`src/rtl/alu_pkg.sv`:
```
// Shared encodings for the serial add/subtract datapath.
package alu_pkg;

    typedef enum logic [1:0] {
        IDLE = 2'd0,
        RUN  = 2'd1,
        DONE = 2'd2
    } state_t;

    localparam logic OP_ADD = 1'b0;
    localparam logic OP_SUB = 1'b1;

endpackage

```
`src/rtl/chunk_adder.sv`:
```
// CHUNK-bit ripple adder built from fadder cells; also exposes the carry into its MSB.
module chunk_adder #(
    parameter int unsigned CHUNK = 8
) (
    input  logic [CHUNK-1:0] a,
    input  logic [CHUNK-1:0] b,
    input  logic             cin,
    output logic [CHUNK-1:0] sum_c,
    output logic             cout_c,
    output logic             cmsb_c
);

    logic [CHUNK:0] c;

    assign c[0] = cin;

    for (genvar i = 0; i < CHUNK; i++) begin : g_bit
        fadder u_fa (
            .a    (a[i]),
            .b    (b[i]),
            .ci   (c[i]),
            .s_c  (sum_c[i]),
            .co_c (c[i+1])
        );
    end

    assign cout_c = c[CHUNK];
    assign cmsb_c = c[CHUNK-1];

endmodule

```
`src/rtl/fadder.sv`:
```
// Single-bit full adder cell.
module fadder (
    input  logic a,
    input  logic b,
    input  logic ci,
    output logic s_c,
    output logic co_c
);

    assign s_c  = a ^ b ^ ci;
    assign co_c = (a & b) | (ci & (a ^ b));

endmodule

```
`src/rtl/serial_addsub.sv`:
```
// Multi-cycle add/subtract: processes one CHUNK-bit slice of the operands per clock.
module serial_addsub
    import alu_pkg::*;
#(
    parameter int unsigned WIDTH = 32,
    parameter int unsigned CHUNK = 8
) (
    input  logic             clk,
    input  logic             reset,
    input  logic             start,
    input  logic             op,
    input  logic [WIDTH-1:0] a,
    input  logic [WIDTH-1:0] b,
    output logic             busy,
    output logic             done,
    output logic [WIDTH-1:0] result,
    output logic             cout,
    output logic             overflow
);

    localparam int unsigned N    = WIDTH / CHUNK;
    localparam int unsigned IDXW = (N > 1) ? $clog2(N) : 1;

    state_t            state, state_d;
    logic              load, fin;
    logic [WIDTH-1:0]  a_q, b_q, acc_q, acc_d;
    logic              carry_q;
    logic [IDXW-1:0]   idx_q;
    logic [CHUNK-1:0]  sum_c;
    logic              cout_c, cmsb_c;
    logic              last_c;

    assign last_c = (idx_q == IDXW'(N - 1));

    chunk_adder #(.CHUNK(CHUNK)) u_add (
        .a      (a_q[CHUNK*idx_q +: CHUNK]),
        .b      (b_q[CHUNK*idx_q +: CHUNK]),
        .cin    (carry_q),
        .sum_c  (sum_c),
        .cout_c (cout_c),
        .cmsb_c (cmsb_c)
    );

    // Accumulator with the current chunk's sum merged into its slot.
    always_comb begin
        acc_d = acc_q;
        acc_d[CHUNK*idx_q +: CHUNK] = sum_c;
    end

    always_comb begin
        state_d = state;
        load    = 1'b0;
        fin     = 1'b0;
        case (state)
            IDLE, DONE: begin
                if (start) begin
                    load    = 1'b1;
                    state_d = RUN;
                end else begin
                    state_d = IDLE;
                end
            end
            RUN: begin
                if (last_c) begin
                    fin     = 1'b1;
                    state_d = DONE;
                end
            end
            default: state_d = IDLE;
        endcase
    end

    always_ff @(posedge clk) begin
        if (reset) begin
            state    <= IDLE;
            busy     <= 1'b0;
            done     <= 1'b0;
            result   <= '0;
            cout     <= 1'b0;
            overflow <= 1'b0;
            a_q      <= '0;
            b_q      <= '0;
            acc_q    <= '0;
            carry_q  <= 1'b0;
            idx_q    <= '0;
        end else begin
            state <= state_d;
            busy  <= (state_d == RUN);
            done  <= (state_d == DONE);
            if (load) begin
                // Subtraction as a + ~b + 1: invert b once and seed the carry.
                a_q     <= a;
                b_q     <= b ^ {WIDTH{op == OP_SUB}};
                carry_q <= (op == OP_SUB);
                idx_q   <= '0;
                acc_q   <= '0;
            end else if (state == RUN) begin
                acc_q   <= acc_d;
                carry_q <= cout_c;
                idx_q   <= idx_q + IDXW'(1);
                if (fin) begin
                    result   <= acc_d;
                    cout     <= cout_c;
                    overflow <= cmsb_c ^ cout_c;
                end
            end
        end
    end

endmodule

```
`config.mk`:
```
export PLATFORM = sky130hd
export DESIGN_NAME = serial_addsub
export DESIGN_NICKNAME = d
export VERILOG_FILES = /design/src/rtl/alu_pkg.sv /design/src/rtl/chunk_adder.sv /design/src/rtl/fadder.sv /design/src/rtl/serial_addsub.sv
export SDC_FILE = /design/constraint.sdc
export NUM_CORES = 1
export LEC_CHECK = 0
export ABC_AREA = 1
export CORE_UTILIZATION = 47
export CTS_BUF_LIST = sky130_fd_sc_hd__clkbuf_4
export DETAILED_ROUTE_END_ITERATION = 10
export PLACE_DENSITY = 0.71
export SLEW_MARGIN = 0
export SYNTH_ARGS = -nofsm -noshare
export SYNTH_HDL_FRONTEND = slang
export SYNTH_SLANG_ARGS = --single-unit
```
`constraint.sdc`:
```
create_clock -name clk -period 7.2 [get_ports clk]
set_input_delay 1.08 -clock clk [delete_from_list [all_inputs] [get_ports clk]]
set_output_delay 1.08 -clock clk [all_outputs]
set_load 0.005 [all_outputs]
```
==> run summary <==
Normalized max-slew margin -> 24.4%
Final Core Density -> 58.0%
Layout cells sized above 1 -> 3.91%
Core Box Area -> 13500 um^2
Slew Viols, Final -> 0
Die width -> 121 um
H-Tree Depth -> 4
Hold Path Class -> flop to flop
Initial Util -> 49.1%
Synth cell types -> 23
Cell Pwr Density -> 192 nW/um^2
Routed Antenna Nets -> 0
Chip height -> 121 um
Synthesized area -> 6610 um^2
Num CTS Buffers -> 17
GRT overflow -> 0
Placed instance area -> 7610 um^2
F_max -> 0.197 GHz
Clk_skew -> 0.0124 ns
Final hold vios -> 0
Critical path's most frequent cell -> fa_1
Clk_lat worst skew -> 0.54 ns
Yosys top cell by area -> dfxtp_1
Vias in the first global route -> 5371
Slowest CP cell -> dfxtp_2
CTS clock-pin slew for the worst setup and hold paths -> 0.10 ns
WHS Path Cells -> 2
Mapped Cells -> 944
Die Area -> 14500 um^2
P&R area growth vs syn -> 18.0%
Fin Hold WS -> 0.459 ns
Post-synth EDFFs -> 0
Hold Startpoint -> a_q[6]
I/O pins -> 104
Worst setup EP type -> flop
Register area share after synthesis -> 41.5%
Yosys warns -> 0
Slew @ Worst Pin -> 1.13 ns
Finish-stage setup viols -> 0
Drt first-iter violations -> 391
Worst path arrival time -> 5.51 ns
Critical path cell sequence -> buf_4, o21ai_0, nor2_1, a21oi_1, fa_1, fa_1, fa_1, fa_1, fa_1, inv_1, fa_1, inv_1, fa_1, inv_1, fa_1, inv_1, nor2_1, nand3_1, nand3_1, nand2_1, inv_1
VDD IR max -> 0.000117 V
Rows -> 42
Ys flop type -> dfxtp_1
Share of the synthesized area in the top cell type -> 41.5%
Initial antenna violation count -> 1
Leakage -> 3.35 nW
Worst Path Required -> 7.65 ns
Final #Nets -> 1096
FF-to-FF Start -> idx_q[0]
First-pass GRT wire length -> 25800 um
Crit Path Max Fanout -> 46
Total number of vias -> 5968
Post-CTS Setup Bufs -> 0
Outcome -> finished clean
Design Area, Final -> 7800 um^2
Largest net degree at the start of global routing -> 94
RePlAce Congestion -> 0.857
Max_cap viols -> 0
Post-synth ARST share -> 0%
Avg WL per Cell -> 12.9 um
CTS tree -> built
Hpwl dp -> 10400 um
Post-CTS sizing -> 0
Crit path kind -> flop to flop
Min cycle time layout -> 5.06 ns
Setup TNS -> 0 ns
Worst Reg-to-Reg Cells -> 21
CTS max path bufs -> 2
# clock sinks -> 137
Synth area leaders -> dfxtp_1 42%, nor2_1 9.2%, o21ai_0 7.1%
DR vias/cell -> 4.97
CTS Hold Buffers Added -> 0
Post-Syn Nets -> 1026
Tcrit/Tclk final -> 70.3%
Seq cells post-synth -> 137
Mean Syn Cell Area -> 7.00 um^2
Drt first pass iters -> 7
Total Wirelength -> 15500 um
Remaining DRCs -> 0
I/O Buffers -> 103
Max stage delay on crit path -> 0.52 ns
Root buffer cell -> clkbuf_4
WHS Endpoint -> a_q[6]
GRT Resource Usage Total -> 22.6%
RSZ-0062 raised after global routing -> no
CP Launch Type -> flop
R2R Setup Slk -> 2.14 ns
R2R Path End -> acc_q[31]
-- worst max-delay path: cells and delay by family (launching register included) --
family                   cells  cell delay [ns]
adder cells (fa/ha/maj)      8             2.96
buffers and inverters        6             0.79
flip-flops                   1             0.52
AND/OR/NAND/NOR              5             0.48
AO/OA/AOI/OAI                2             0.22
-- layout make-up --
cell class,instances,area [um^2]
Antenna cell,1,2.50
Sequential cell,137,2740
Clock inverter,9,37.5
Tap cell,176,220
Multi-Input combinational cell,619,3090
Clock buffer,19,143
Timing Repair Buffer,109,1070
Fill cell,1333,5660
Inverter,130,488
-- per-stage QoR --
step | total power, W | std cells | setup WS (ns)
after detailed placement | 0.00113 | 1171 | 2.20
after floorplan | 0.00104 | 944 | 2.65
after global routing | 0.00158 | 1200 | 1.76
after CTS | 0.00150 | 1199 | 2.18
final | 0.00149 | 1200 | 2.14
after global placement | 0.00112 | 1171 | 2.31
-- Yosys cell counts, drive strengths merged, types with 8 or more instances --
master,number
o21ai,100
inv,128
dfxtp,137
buf,41
clkbuf,17
fa,8
nand3,91
xnor2,33
nor2,167
nand2,116
a21oi,88
-- report_power, final --
| part | internal, W | total, W | leakage (nW) | switching [W] |
|---|---|---|---|---|
| clock network | 0.000127 | 0.000382 | 0.109 | 0.000255 |
| registers | 0.000803 | 0.000829 | 1.12 | 0.0000257 |
| logic | 0.000118 | 0.000284 | 2.12 | 0.000166 |
| total | 0.00105 | 0.00149 | 3.35 | 0.000446 |
-- cell families after synthesis --
family          after synthesis  synth area share, %
simple gates                380                 24.1
compound gates              192                 14.6
buf+inv                     188                 11.8
flops                       137                 41.5
xor+xnor                     33                 4.37
fa+ha+maj                    14                 3.56
-- metal layers --
| metal | vias to the layer above | share of wire, % | track usage, % | wire length, um |
|---|---|---|---|---|
| met2 | 162 | 45 | 35.8 | 7010 |
| met4 | 0 | 1.8 | 8.72 | 277 |
| met5 | - | 0 | 0 | 0 |
| met1 | 2670 | 48 | 30.1 | 7490 |
| li1 | 3115 | - | - | - |
| met3 | 21 | 4.6 | 4.76 | 710 |
-- layout by cell type, fill, tap and decap left out, drive strengths merged, types with 19 or more instances in the layout --
master,n
a21oi,88
clkbuf,19
clkdlybuf4s50,102
dfxtp,137
inv,128
nand2,116
nand3,91
nor2,167
o21ai,100
xnor2,33
-- worst max-delay path by stage --
stage	startpoint	to	slack, ns
final	idx_q[0]	acc_q[31]	2.14
after global placement	idx_q[0]	acc_q[31]	2.31
after CTS	idx_q[0]	acc_q[31]	2.18
after floorplan	idx_q[0]	acc_q[31]	2.65
after detailed placement	idx_q[0]	acc_q[31]	2.20
after global routing	idx_q[0]	acc_q[31]	1.76
-- state kept, by name, summed over array words and instances, names as in the netlist --
| name | flops |
|---|---|
| a_q | 32 |
| acc_q | 32 |
| b_q | 32 |
| busy | 1 |
| carry_q | 1 |
| cout | 1 |
| done | 1 |
| idx_q | 2 |
| overflow | 1 |
| result | 32 |
| state | 2 |
Power figures use the tool's default switching activity.
